File: config.mk
export PLATFORM = sky130hd
export DESIGN_NAME = div_unit
export DESIGN_NICKNAME = d
export VERILOG_FILES = /design/src/rtl/div_unit.sv
export SDC_FILE = /design/constraint.sdc
export NUM_CORES = 1
export LEC_CHECK = 0
export BUFFER_PORTS_ARGS = -buffer_cell sky130_fd_sc_hd__buf_2
export CAP_MARGIN = 25
export CELL_PAD_IN_SITES_DETAIL_PLACEMENT = 0
export CELL_PAD_IN_SITES_GLOBAL_PLACEMENT = 1
export CORE_UTILIZATION = 40
export CTS_CLUSTER_DIAMETER = 120
export CTS_CLUSTER_SIZE = 24
export DETAILED_ROUTE_END_ITERATION = 6
export GPL_TIMING_DRIVEN = 0
export PLACE_DENSITY = 0.71
export SYNTH_ARGS = -nofsm -noshare
export SYNTH_HDL_FRONTEND = slang
export SYNTH_SLANG_ARGS = --single-unit
File: constraint.sdc
create_clock -name clk -period 7 [get_ports clk]
set_input_delay 0.35 -clock clk [delete_from_list [all_inputs] [get_ports clk]]
set_output_delay 0.35 -clock clk [all_outputs]
set_load 0.1 [all_outputs]
File: src/rtl/div_unit.sv
// Multi-cycle radix-2 restoring divider for MIPS DIV/DIVU in the execute stage.
// Result is {remainder (HI), quotient (LO)}; stall_o holds the pipeline while dividing.
module div_unit #(
   parameter int WIDTH = 32,
   parameter int CNT_W = 5
) (
   input  logic                 clk,
   input  logic                 rst,
   input  logic                 start_i,
   input  logic                 signed_i,
   input  logic                 annul_i,
   input  logic [WIDTH-1:0]     opdata1_i,
   input  logic [WIDTH-1:0]     opdata2_i,
   output logic [2*WIDTH-1:0]   result_o,
   output logic                 ready_o,
   output logic                 stall_o
);

   typedef enum logic [1:0] {
      IDLE,
      DZ,
      ON,
      END
   } state_e;

   localparam logic [CNT_W-1:0] LAST_CNT = CNT_W'(WIDTH - 1);

   state_e               state_q, state_d;
   logic [CNT_W-1:0]     cnt_q, cnt_d;
   logic [WIDTH:0]       rem_q, rem_d;
   logic [WIDTH-1:0]     quo_q, quo_d;
   logic [WIDTH-1:0]     div_q, div_d;
   logic [WIDTH-1:0]     opa_q, opa_d;
   logic                 negQuo_q, negQuo_d;
   logic                 negRem_q, negRem_d;
   logic [2*WIDTH-1:0]   result_q, result_d;

   logic [WIDTH-1:0]     absA;
   logic [WIDTH-1:0]     absB;
   logic [WIDTH+1:0]     trial;
   logic [WIDTH:0]       remStep;
   logic [WIDTH-1:0]     quoStep;
   logic [WIDTH-1:0]     quoFinal;
   logic [WIDTH-1:0]     remFinal;

   // One restoring step: shift {rem,quo} left and keep the subtraction if it did not borrow.
   always_comb begin
      absA = (signed_i && opdata1_i[WIDTH-1]) ? -opdata1_i : opdata1_i;
      absB = (signed_i && opdata2_i[WIDTH-1]) ? -opdata2_i : opdata2_i;
      trial = {rem_q, quo_q[WIDTH-1]} - {2'b00, div_q};
      if (trial[WIDTH+1]) begin
         remStep = {rem_q[WIDTH-1:0], quo_q[WIDTH-1]};
      end else begin
         remStep = trial[WIDTH:0];
      end
      quoStep  = {quo_q[WIDTH-2:0], ~trial[WIDTH+1]};
      quoFinal = negQuo_q ? -quoStep : quoStep;
      remFinal = negRem_q ? -remStep[WIDTH-1:0] : remStep[WIDTH-1:0];
   end

   always_comb begin
      state_d  = state_q;
      cnt_d    = cnt_q;
      rem_d    = rem_q;
      quo_d    = quo_q;
      div_d    = div_q;
      opa_d    = opa_q;
      negQuo_d = negQuo_q;
      negRem_d = negRem_q;
      result_d = result_q;
      case (state_q)
         IDLE: begin
            if (start_i && !annul_i) begin
               opa_d    = opdata1_i;
               div_d    = absB;
               rem_d    = '0;
               quo_d    = absA;
               cnt_d    = '0;
               negQuo_d = signed_i && (opdata1_i[WIDTH-1] ^ opdata2_i[WIDTH-1]);
               negRem_d = signed_i && opdata1_i[WIDTH-1];
               state_d  = (opdata2_i == '0) ? DZ : ON;
            end
         end
         ON: begin
            if (annul_i) begin
               state_d = IDLE;
            end else begin
               rem_d = remStep;
               quo_d = quoStep;
               cnt_d = cnt_q + 1'b1;
               if (cnt_q == LAST_CNT) begin
                  result_d = {remFinal, quoFinal};
                  state_d  = END;
               end
            end
         end
         // Divide by zero reports the raw dividend as remainder, without sign fixup.
         DZ: begin
            if (annul_i) begin
               state_d = IDLE;
            end else begin
               result_d = {opa_q, {WIDTH{1'b1}}};
               state_d  = END;
            end
         end
         END: begin
            state_d = IDLE;
         end
         default: begin
            state_d = IDLE;
         end
      endcase
   end

   always_ff @(posedge clk) begin
      if (rst) begin
         state_q  <= IDLE;
         cnt_q    <= '0;
         rem_q    <= '0;
         quo_q    <= '0;
         div_q    <= '0;
         opa_q    <= '0;
         negQuo_q <= 1'b0;
         negRem_q <= 1'b0;
         result_q <= '0;
      end else begin
         state_q  <= state_d;
         cnt_q    <= cnt_d;
         rem_q    <= rem_d;
         quo_q    <= quo_d;
         div_q    <= div_d;
         opa_q    <= opa_d;
         negQuo_q <= negQuo_d;
         negRem_q <= negRem_d;
         result_q <= result_d;
      end
   end

   // The stall drops in END so the pipeline advances in the cycle it captures HI/LO.
   assign stall_o  = !annul_i && (((state_q == IDLE) && start_i) || (state_q == ON) || (state_q == DZ));
   assign ready_o  = (state_q == END);
   assign result_o = result_q;

endmodule

Word-level counts from Yosys, hierarchy flattened
Cells that the tools add are included.
{"block": "op_classes", "n_addsub": 6, "n_eq_ne": 9, "n_mux": 24, "bitwise": 2, "reduce_logical": 17}
{"cell": "$mux 32", "n": 6}
{"cell": "$mux 64", "n": 3}
{"cell": "$neg 32->32", "n": 4}
{"cell": "$pmux 64 s2", "n": 1}
{"cell": "$mux 33", "n": 3}
{"cell": "$pmux 33 s2", "n": 1}
{"cell": "$pmux 32 s2", "n": 1}
{"cell": "$sub 34x32->34", "n": 1}
{"cell": "$logic_not 32->1", "n": 1}
{"cell": "$mux 2", "n": 5}
{"cell": "$mux 5", "n": 2}
{"cell": "$pmux 5 s2", "n": 1}
{"cell": "$ne 2x2->1 const B", "n": 4}
{"cell": "$pmux 2 s4", "n": 1}
{"cell": "$logic_and 1x1->1", "n": 6}
{"cell": "$add 5x1->5 const B", "n": 1}
{"cell": "$eq 5x5->1 const B", "n": 1}
{"cell": "$eq 2x2->1 const B", "n": 2}
{"cell": "$reduce_and 2->1", "n": 2}
{"cell": "$reduce_and 4->1", "n": 1}
{"cell": "$reduce_bool 2->1", "n": 2}
{"cell": "$ne 3x3->1 const B", "n": 1}
{"cell": "$reduce_and 3->1", "n": 1}
{"cell": "$eq 2x1->1 const B", "n": 1}
{"cell": "5 further kinds", "n": 6}
{"block": "totals", "ff_bits": 202, "in_bits": 69, "out_inout_bits": 66, "word_cells": 67}

Longest topological paths before layout
Gate-level depths: netlist of the first run.
{"block": "logic_depth", "depth_word": 7, "mapped_depth": 27, "depth_no_buf": 22}

Worst setup path before layout of the first run
Ideal clock, no wire load.
{"block": "synth_path", "kind": "reg2reg", "from": "register rem_q[0]", "to": "register result_q[60] (netlist: result_o[60])", "setup_ns": 0.086, "arrival_ns": 4.991, "t_required_ns": 6.914, "setup_slack_ns": 1.924, "stages_incl_launch_ff": 22, "path_buffers": 4, "synth_period_minus_slack_ns": 5.076, "path_cell_list": "dfxtp_1 > ha_1 > nor2b_1 > o2111ai_1 > a211oi_1 > o2111ai_1 > nor4b_1 > o22ai_1 > buf_2 > buf_1 > buf_2 > buf_2 > o21ai_0 > inv_1 > ha_1 > nand3_1 > or4b_4 > a2111oi_4 > nand2_1 > o41ai_2 > xor2_1 > a211oi_1"}
{"block": "synth_via", "elab_chain_len": 7}
{"item": "start, declared", "line": "30", "source": "logic [WIDTH:0] rem_q, rem_d;"}
{"item": "start signal, assigned", "line": "129", "source": "rem_q <= rem_d;"}
{"item": "$sub 34x32->34", "line": "50", "source": "trial = {rem_q, quo_q[WIDTH-1]} - {2'b00, div_q};"}
{"item": "$mux 33 *", "line": "51", "source": "if (trial[WIDTH+1]) begin"}
{"item": "$neg 32->32", "line": "58", "source": "remFinal = negRem_q ? -remStep[WIDTH-1:0] : remStep[WIDTH-1:0];"}
{"item": "$mux 32 *", "line": "58"}
{"item": "$mux 64 *", "line": "91", "source": "if (cnt_q == LAST_CNT) begin"}
{"item": "$mux 64 *", "line": "85", "source": "if (annul_i) begin"}
{"item": "$pmux 64 s2 *", "line": "71", "source": "case (state_q)"}
{"item": "end signal, assigned", "line": "135", "source": "result_q <= result_d;"}
{"item": "end, declared", "line": "36", "source": "logic [2*WIDTH-1:0] result_q, result_d;"}
Mark *: on every way between the ends. The rest lies on a longest branch, timed or not. The select of a mux whose other input is x is not followed.
A chain may end at the register's enable or synchronous reset.

Worst setup path after layout of the first run
Ends and elaborated chain as after synthesis.

==> results of run 1 <==
==> logic make-up (layout without fill, tap and decap cells) <==
group	count (synthesis)	in the layout	synth area share (%)
buf+inv	178	328	5.319
flops	202	202	31.09
mux	38	38	3.001
simple gates	645	645	22.37
compound gates	523	523	24.60
fa+ha+maj	43	43	4.194
xor+xnor	140	140	9.427
==> synth_stat cells, types with 6 or more instances <==
cell	n	area, um^2
a21oi_1	200	1001
nand3b_1	6	45.04
or2_2	7	43.79
ha_1	42	525.5
nor3_1	44	220.2
clkbuf_1	100	375.4
buf_2	7	35.03
a22oi_1	19	142.6
o211a_1	9	90.09
xor2_1	70	613.1
mux2i_1	30	300.3
nand4_1	7	43.79
or4_1	9	67.56
o211ai_1	16	120.1
a211oi_1	38	285.3
mux2_2	8	90.09
inv_1	61	229.0
xnor2_1	70	613.1
o21ai_0	135	675.7
buf_1	7	26.28
nand3_1	29	145.1
nor4_1	17	106.4
and3_1	12	75.07
o41ai_1	12	105.1
a31oi_1	9	56.30
o31ai_1	16	120.1
nand2_1	281	1055
nor2_1	171	641.9
nand2b_1	11	68.82
nor3b_1	6	45.04
a21o_1	9	67.56
dfxtp_1	202	4044
and2_1	10	62.56
or3_1	14	87.58
==> final cells by class <==
type | count | area, um^2 | share of cell area (%)
multi-input cells | 1389 | 8290 | 56.79
flip-flops and latches | 202 | 4044 | 27.70
repair buffers | 135 | 678.2 | 4.646
well taps | 435 | 544.3 | 3.728
plain buffers | 116 | 461.7 | 3.163
clock buffers | 13 | 325.3 | 2.229
inverters | 62 | 232.7 | 1.594
clock inverters | 2 | 21.27 | 0.1457
==> layout by cell type (no fill, tap or decap), drive strengths merged, types with 7 or more instances in the layout <==
cell type and instances:
o21ai 138, o211ai 16, nor4 17, a21o 9
or2 7, nand2 281, nand2b 11, mux2 8
nand3 29, xnor2 70, a211oi 39, or4 10
and3 12, a21oi 201, and2 10, or3 14
o31ai 16, nand4 7, nor3 44, nor2 171
o41ai 13, a22oi 19, xor2 70, clkbuf 116
ha 42, inv 61, mux2i 30, dfxtp 202
a31oi 9, buf 148, o211a 9
==> timing repair <==
item / 4_1_cts / 5_1_grt
endpoints found under the hold margin: 0 / 0
buffers inserted: 0 / 0
setup endpoints to repair: 0 / 8
gates resized for setup: 0 / 5
hold buffers: 0 / 0
==> per-layer routing <==
layer / share of wire, % / GRT usage (%) / up-vias
met1: 50 / 44.48 / 6397
met4: 1.9 / 5.916 / 0
met5: 0 / 0 / -
met3: 6.7 / 3.033 / 56
li1: - / - / 6504
met2: 41 / 42.59 / 413
==> power by group <==
group	switching, mW	internal (mW)	total (mW)
sequential	0.139	1.31	1.45
combinational	2.26	0.916	3.17
clock	0.437	0.340	0.777
==> tightest hold or removal path: stages <==
cell	delay, ps
buf_2	120
nand2_1	50
a21oi_1	50
==> worst max-delay path by stage <==
stage                                       from                         to  slack (ps)  cells past startpoint
after floorplan            rem_q[0]$_SDFFE_PP0P_  result_o[60]$_SDFFE_PP0P_        1920                     21
after global placement    quo_q[31]$_SDFFE_PP0P_  result_o[60]$_SDFFE_PP0P_         250                     25
after detailed placement  quo_q[31]$_SDFFE_PP0P_  result_o[60]$_SDFFE_PP0P_         270                     25
after CTS                 quo_q[31]$_SDFFE_PP0P_  result_o[60]$_SDFFE_PP0P_         210                     25
after global routing      quo_q[31]$_SDFFE_PP0P_  result_o[60]$_SDFFE_PP0P_          10                     25
final                      rem_q[0]$_SDFFE_PP0P_  result_o[60]$_SDFFE_PP0P_         660                     24
==> per-stage QoR <==
step	hold WS (ps)	instance area, um^2	worst slack (ps)	total power [mW]
global placement	441.6	14220	250.7	4.570
global route	124.1	14600	13.88	5.711
floorplan	431.1	13010	1924	3.720
CTS	105.9	14570	214.8	5.356
finish	111.4	14600	655.2	5.401
detailed placement	446.2	14220	268.3	4.584
==> flip-flops by register name, indices dropped and copies added (netlist names) <==
name	count
result_o	64
rem_q	33
div_q	32
opa_q	32
quo_q	32
cnt_q	5
state_q	2
negQuo_q	1
negRem_q	1
==> metrics.md, run 1 <==
| Metric | Value |
|---|---|
| Status | finished clean |
| Post-DP HPWL | 38.92 mm |
| Post-synth EDFFs | 0 |
| WP data arrival | 6690 ps |
| Family with the most delay on the worst path | compound AO/OA/AOI/OAI gates |
| Clock Sinks | 202 |
| Initial DRC count | 1,078 |
| Fin Setup TNS | 0 ps |
| Crit. End Element | flop |
| Slowest cell on crit path | dfxtp_1 |
| Pleak | 5.877 nW |
| HP Class | input port to flop |
| DRC viols | 0 |
| Internal reg-to-reg setup slack | 660 ps |
| Max Cap Viol | 0 |
| Drt wl/cell | 20.64 um |
| Vias | 13,370 |
| Crit path largest cell delay | 410 ps |
| Fillcell total | 3,468 |
| Post-synth top flop | dfxtp_1 |
| Clock latency on the worst-skew pair | 500 ps |
| Setup violators final | 0 |
| CP Buf/Inv Count | 6 |
| Power per Cell Area | 370.0 nW/um^2 |
| Final Max Slew Viols | 0 |
| Antenna Nets Post-Route | 0 |
| Post-synthesis cell type count | 74 |
| Min cycle time layout | 6345 ps |
| Pin slew with the least headroom to its limit | 1101 ps |
| GPL Wtd Cong | 0.9344 |
| Antenna violations before repair | 1 |
| Syn Nets | 1,881 |
| CTS buffer count | 12 |
| Fin. Hold Viols | 0 |
| Post-Synthesis Cells | 1,769 |
| Peak VDD IR | 0.0002272 V |
| Port Buffers | 133 |
| First-pass GRT wire length | 73.40 mm |
| Clk root buf | clkbuf_16 |
| Peak Freq | 157.6 MHz |
| Die Y | 182.3 um |
| Layout Nets | 2,030 |
| Finished Core Util | 45.91% |
| Worst path cell trace | ha_1, nor2b_1, o2111ai_2, a211oi_4, o2111ai_1, nor4b_1, o22ai_1, buf_2, clkbuf_2, buf_2, buf_2, o21ai_0, inv_1, ha_1, inv_1, nor4_1, nand2_1, nor2_1, nand2_1, a2111oi_4, nand2_1, o41ai_2, xor2_1, a211oi_1 |
| Netlist Area Pre-Place | 13,010 um^2 |
| H-tree levels | 1 |
| DRT Wirelength | 48.60 mm |
| GRT overflow | 0 |
| Syn Area/Cell | 7.353 um^2 |
| Share of layout cells above drive strength 1 | 10.01% |
| Hold Crit Endpoint | opa_q[0]$_SDFFE_PP0P_ |
| R2R Path End | result_o[60]$_SDFFE_PP0P_ |
| Initial core utilization | 40.90% |
| Max clock buf depth | 3 |
| Area growth syn-to-layout | 12.23% |
| Ys async rst share | 0% |
| CORE AREA | 31,800 um^2 |
| Worst clock skew | 21.75 ps |
| Register area share after synthesis | 31.09% |
| Worst Hold Path Cells | 3 |
| Row count | 65 |
| # diodes | 0 |
| Yosys warns | 0 |
| Slew headroom | 24.73% |
| RSZ-0062 raised after global routing | no |
| Tcrit/Tclk final | 90.64% |
| DR pass1 iterations | 5 |
| Crit Path Max Fanout | 10 |
| Die W | 182.3 um |
| Final Instance Count excl. Fillers | 2,354 |
| Clock transition at path regs | 120 ps |
| Reg2reg path depth | 24 |
| Vias per inst | 5.680 |
| Worst endpoint required time | 7340 ps |
| Synth Register Bits | 202 |
| Die area | 33,240 um^2 |
| Inst Count DP | 2,338 |
| Kind of critical path | flop to flop |
| Worst R2R Start | rem_q[0]$_SDFFE_PP0P_ |
| Largest net degree at the start of global routing | 25 |
| Startpoint Class | flop |
| Num ports | 135 |
| Vias in the first global route | 12,233 |
| Global-route usage over all layers | 28.82% |
| CTS tree | yes |
| Hold_sp | opdata1_i[0] |
Note: power is estimated with default switching activity, not from simulation.
==> run 2: changes to the inputs <==
- CELL_PAD_IN_SITES_DETAIL_PLACEMENT: 0 -> default
- CELL_PAD_IN_SITES_GLOBAL_PLACEMENT: 1 -> default
- PLACE_DENSITY: 0.71 -> 0.54
==> metrics.md, run 2 (synthesis results as in run 1) <==
| Metric | Value |
|---|---|
| Status | finished clean |
| Initial DRC count | 982 (-8.9%) |
| # diodes | 0 (unchanged) |
| Tcrit/Tclk final | 96.53% (+5.9 points) |
| Post-DP HPWL | 39.98 mm (+2.7%) |
| Area growth syn-to-layout | 12.25% (about the same) |
| Vias in the first global route | 12,424 (+1.6%) |
| Logic pwr share | 59.0% (+0.3 points) |
| Min cycle time layout | 6757 ps (+412.0 ps) |
| Post-CTS setup buffer count | 0 (unchanged) |
| Seq. cell area | 4044 um^2 (unchanged) |
| CORE AREA | 31,800 um^2 (unchanged) |
| Max FFs per register | 64 (unchanged) |
| Global-route usage over all layers | 29.52% (+0.69 points) |
| Power per Cell Area | 371.2 nW/um^2 (+0.32%) |
| CP Buf/Inv Count | 7 (+1) |
| Clk root buf | clkbuf_16 |
| Antenna Nets Post-Route | 0 (unchanged) |
| Layout Nets | 2,030 (unchanged) |
| Crit Path Max Fanout | 10 (unchanged) |
| Seq pwr share | 26.6% (-0.3 points) |
| Share of layout cells above drive strength 1 | 9.995% (-0.010 points) |
| Clock power frac | 14.4% (about the same) |
| Area occupied by multi-input gates | 8283 um^2 (about the same) |
| Crit. End Element | flop |
| Finished Core Util | 45.92% (about the same) |
| Port Buffers | 133 (unchanged) |
| CP Launch Point | quo_q[31]$_SDFFE_PP0P_ |
| Pin slew with the least headroom to its limit | 1078 ps (-22.86 ps) |
| Fillcell total | 3,361 (-3.1%) |
| Critical Path Stages | 25 (+4.2%) |
| Hold-fix buffers, CTS | 0 (unchanged) |
| Crit path largest cell delay | 470 ps (+60 ps) |
| Peak Freq | 148.0 MHz (-6.1%) |
| Slew headroom | 27.49% (+2.8 points) |
| Antenna violations before repair | 1 (unchanged) |
| Family with the most delay on the worst path | compound AO/OA/AOI/OAI gates |
| Internal Power | 2.579 mW (+0.37%) |
| Drt wl/cell | 21.08 um (+2.1%) |
| Dpl cell area | 14,230 um^2 (about the same) |
| Max Cap Viol | 0 (unchanged) |
| Die W | 182.3 um (unchanged) |
| Peak VDD IR | 0.0001644 V (-28%) |
| Final Max Slew Viols | 0 (unchanged) |
| HP Class | input port to flop |
| Worst Hold Path Cells | 3 (unchanged) |
| CTS tree | yes |
| Clock latency on the worst-skew pair | 490 ps (about the same) |
| Row count | 65 (unchanged) |
| Worst endpoint required time | 7410 ps (+70 ps) |
| Kind of critical path | flop to flop |
| Die Y | 182.3 um (unchanged) |
| Internal reg-to-reg setup slack | 240 ps (-410 ps) |
| Min Hold Slack | 148.7 ps (+37.34 ps) |
| Clock transition at path regs | 100 ps (-20 ps) |
| Max clock buf depth | 3 (unchanged) |
| H-tree levels | 1 (unchanged) |
| Die area | 33,240 um^2 (unchanged) |
| Num ports | 135 (unchanged) |
| First-pass GRT wire length | 74.61 mm (+1.7%) |
| CP most frequent cell | buf_2 |
| Hold_sp | opdata1_i[23] |
| CTS buffer count | 12 (unchanged) |
| Worst clock skew | 15.90 ps (-5.845 ps) |
| Clock Sinks | 202 (unchanged) |
| Reg2reg path depth | 25 (+4.2%) |
| Most common cell after layout, fill and taps aside | nand2_1 |
| Fin Setup TNS | 0 ps (unchanged) |
| GPL Wtd Cong | 0.9524 (+1.9%) |
| Slowest cell on crit path | dfxtp_1 |
| DR pass1 iterations | 6 (+1) |
| P_sw | 2.840 mW (+0.33%) |
| WP data arrival | 7170 ps (+480 ps) |
| Initial core utilization | 40.90% (unchanged) |
| Worst R2R Start | quo_q[31]$_SDFFE_PP0P_ |
| Pleak | 5.873 nW (about the same) |
| Largest net degree at the start of global routing | 25 (unchanged) |
| Vias per inst | 5.636 (-0.76%) |
| Finished Cell Area | 14,600 um^2 (about the same) |
| Setup violators final | 0 (unchanged) |
| Fin. Hold Viols | 0 (unchanged) |
| DRC viols | 0 (unchanged) |
| Sw frac | 52.41% (about the same) |
| Startpoint Class | flop |
| GRT overflow | 0 (unchanged) |
| Most frequent cells in the layout | 281 x nand2_1, 202 x dfxtp_1, 200 x a21oi_1 |
| DRT Wirelength | 49.67 mm (+2.2%) |
| Vias | 13,279 (-0.68%) |
## run 2: area by class of cell
type	instances	area share, %
Multi-Input combinational cell	1389	56.73
Sequential cell	202	27.69
Timing Repair Buffer	135	4.636
Tap cell	435	3.728
Buffer	116	3.162
Clock buffer	15	2.348
Inverter	62	1.594
Clock inverter	2	0.1114
## run 2: path summary, 6_finish.rpt
kind	endpoint
worst min register to register	opa_q[22]$_SDFFE_PP0P_
worst min-delay path	opa_q[23]$_SDFFE_PP0P_
worst max register to register	result_o[60]$_SDFFE_PP0P_
worst max-delay path	result_o[60]$_SDFFE_PP0P_
## run 2: power by group through the flow
stage / logic [mW] / registers (mW) / clock network [mW]
after global placement: 3.14 / 1.46 / 0
after CTS: 3.15 / 1.44 / 0.789
final: 3.20 / 1.44 / 0.779
after global routing: 3.44 / 1.46 / 0.831
after floorplan: 1.84 / 1.88 / 0
after detailed placement: 3.14 / 1.47 / 0
## run 2: per-layer routing
layer | GRT usage [%] | share of wire [%] | vias to the layer above
li1 | - | - | 6497
met1 | 38.10 | 44 | 6233
met2 | 49.78 | 46 | 447
met3 | 2.415 | 4.8 | 102
met4 | 14.05 | 5.2 | 0
met5 | 0 | 0 | -
## run 2: worst register-to-register path, cell delays in order, from the launching register on
cell,delay [ps]
dfxtp_1,470
inv_1,100
ha_1,240
nor2b_1,210
o2111ai_2,260
a211oi_2,420
o2111ai_1,340
nor4b_1,260
o22ai_1,390
buf_2,350
buf_2,330
buf_2,360
buf_2,380
o21ai_0,230
inv_1,100
ha_1,250
inv_1,150
nor4_1,280
nand2_1,100
nor2_1,150
nand2_1,150
a2111oi_4,360
nand2_1,150
o41ai_2,320
xor2_1,110
a211oi_1,230
## run 2: stage by stage
stage                     std cells  worst slack [ps]  power [mW]
final                          2356             243.2       5.419
after global routing           2356            -18.08       5.730
after CTS                      2356             64.02       5.384
after detailed placement       2339            -81.98       4.606
after global placement         2337            -173.6       4.602
after floorplan                1769              1924       3.720
## run 2: timing repair
| action | CTS | global route |
|---|---|---|
| endpoints found under the setup margin | 1 | 5 |
| gates resized for setup | 1 | 3 |
| pin swaps | 0 | 1 |
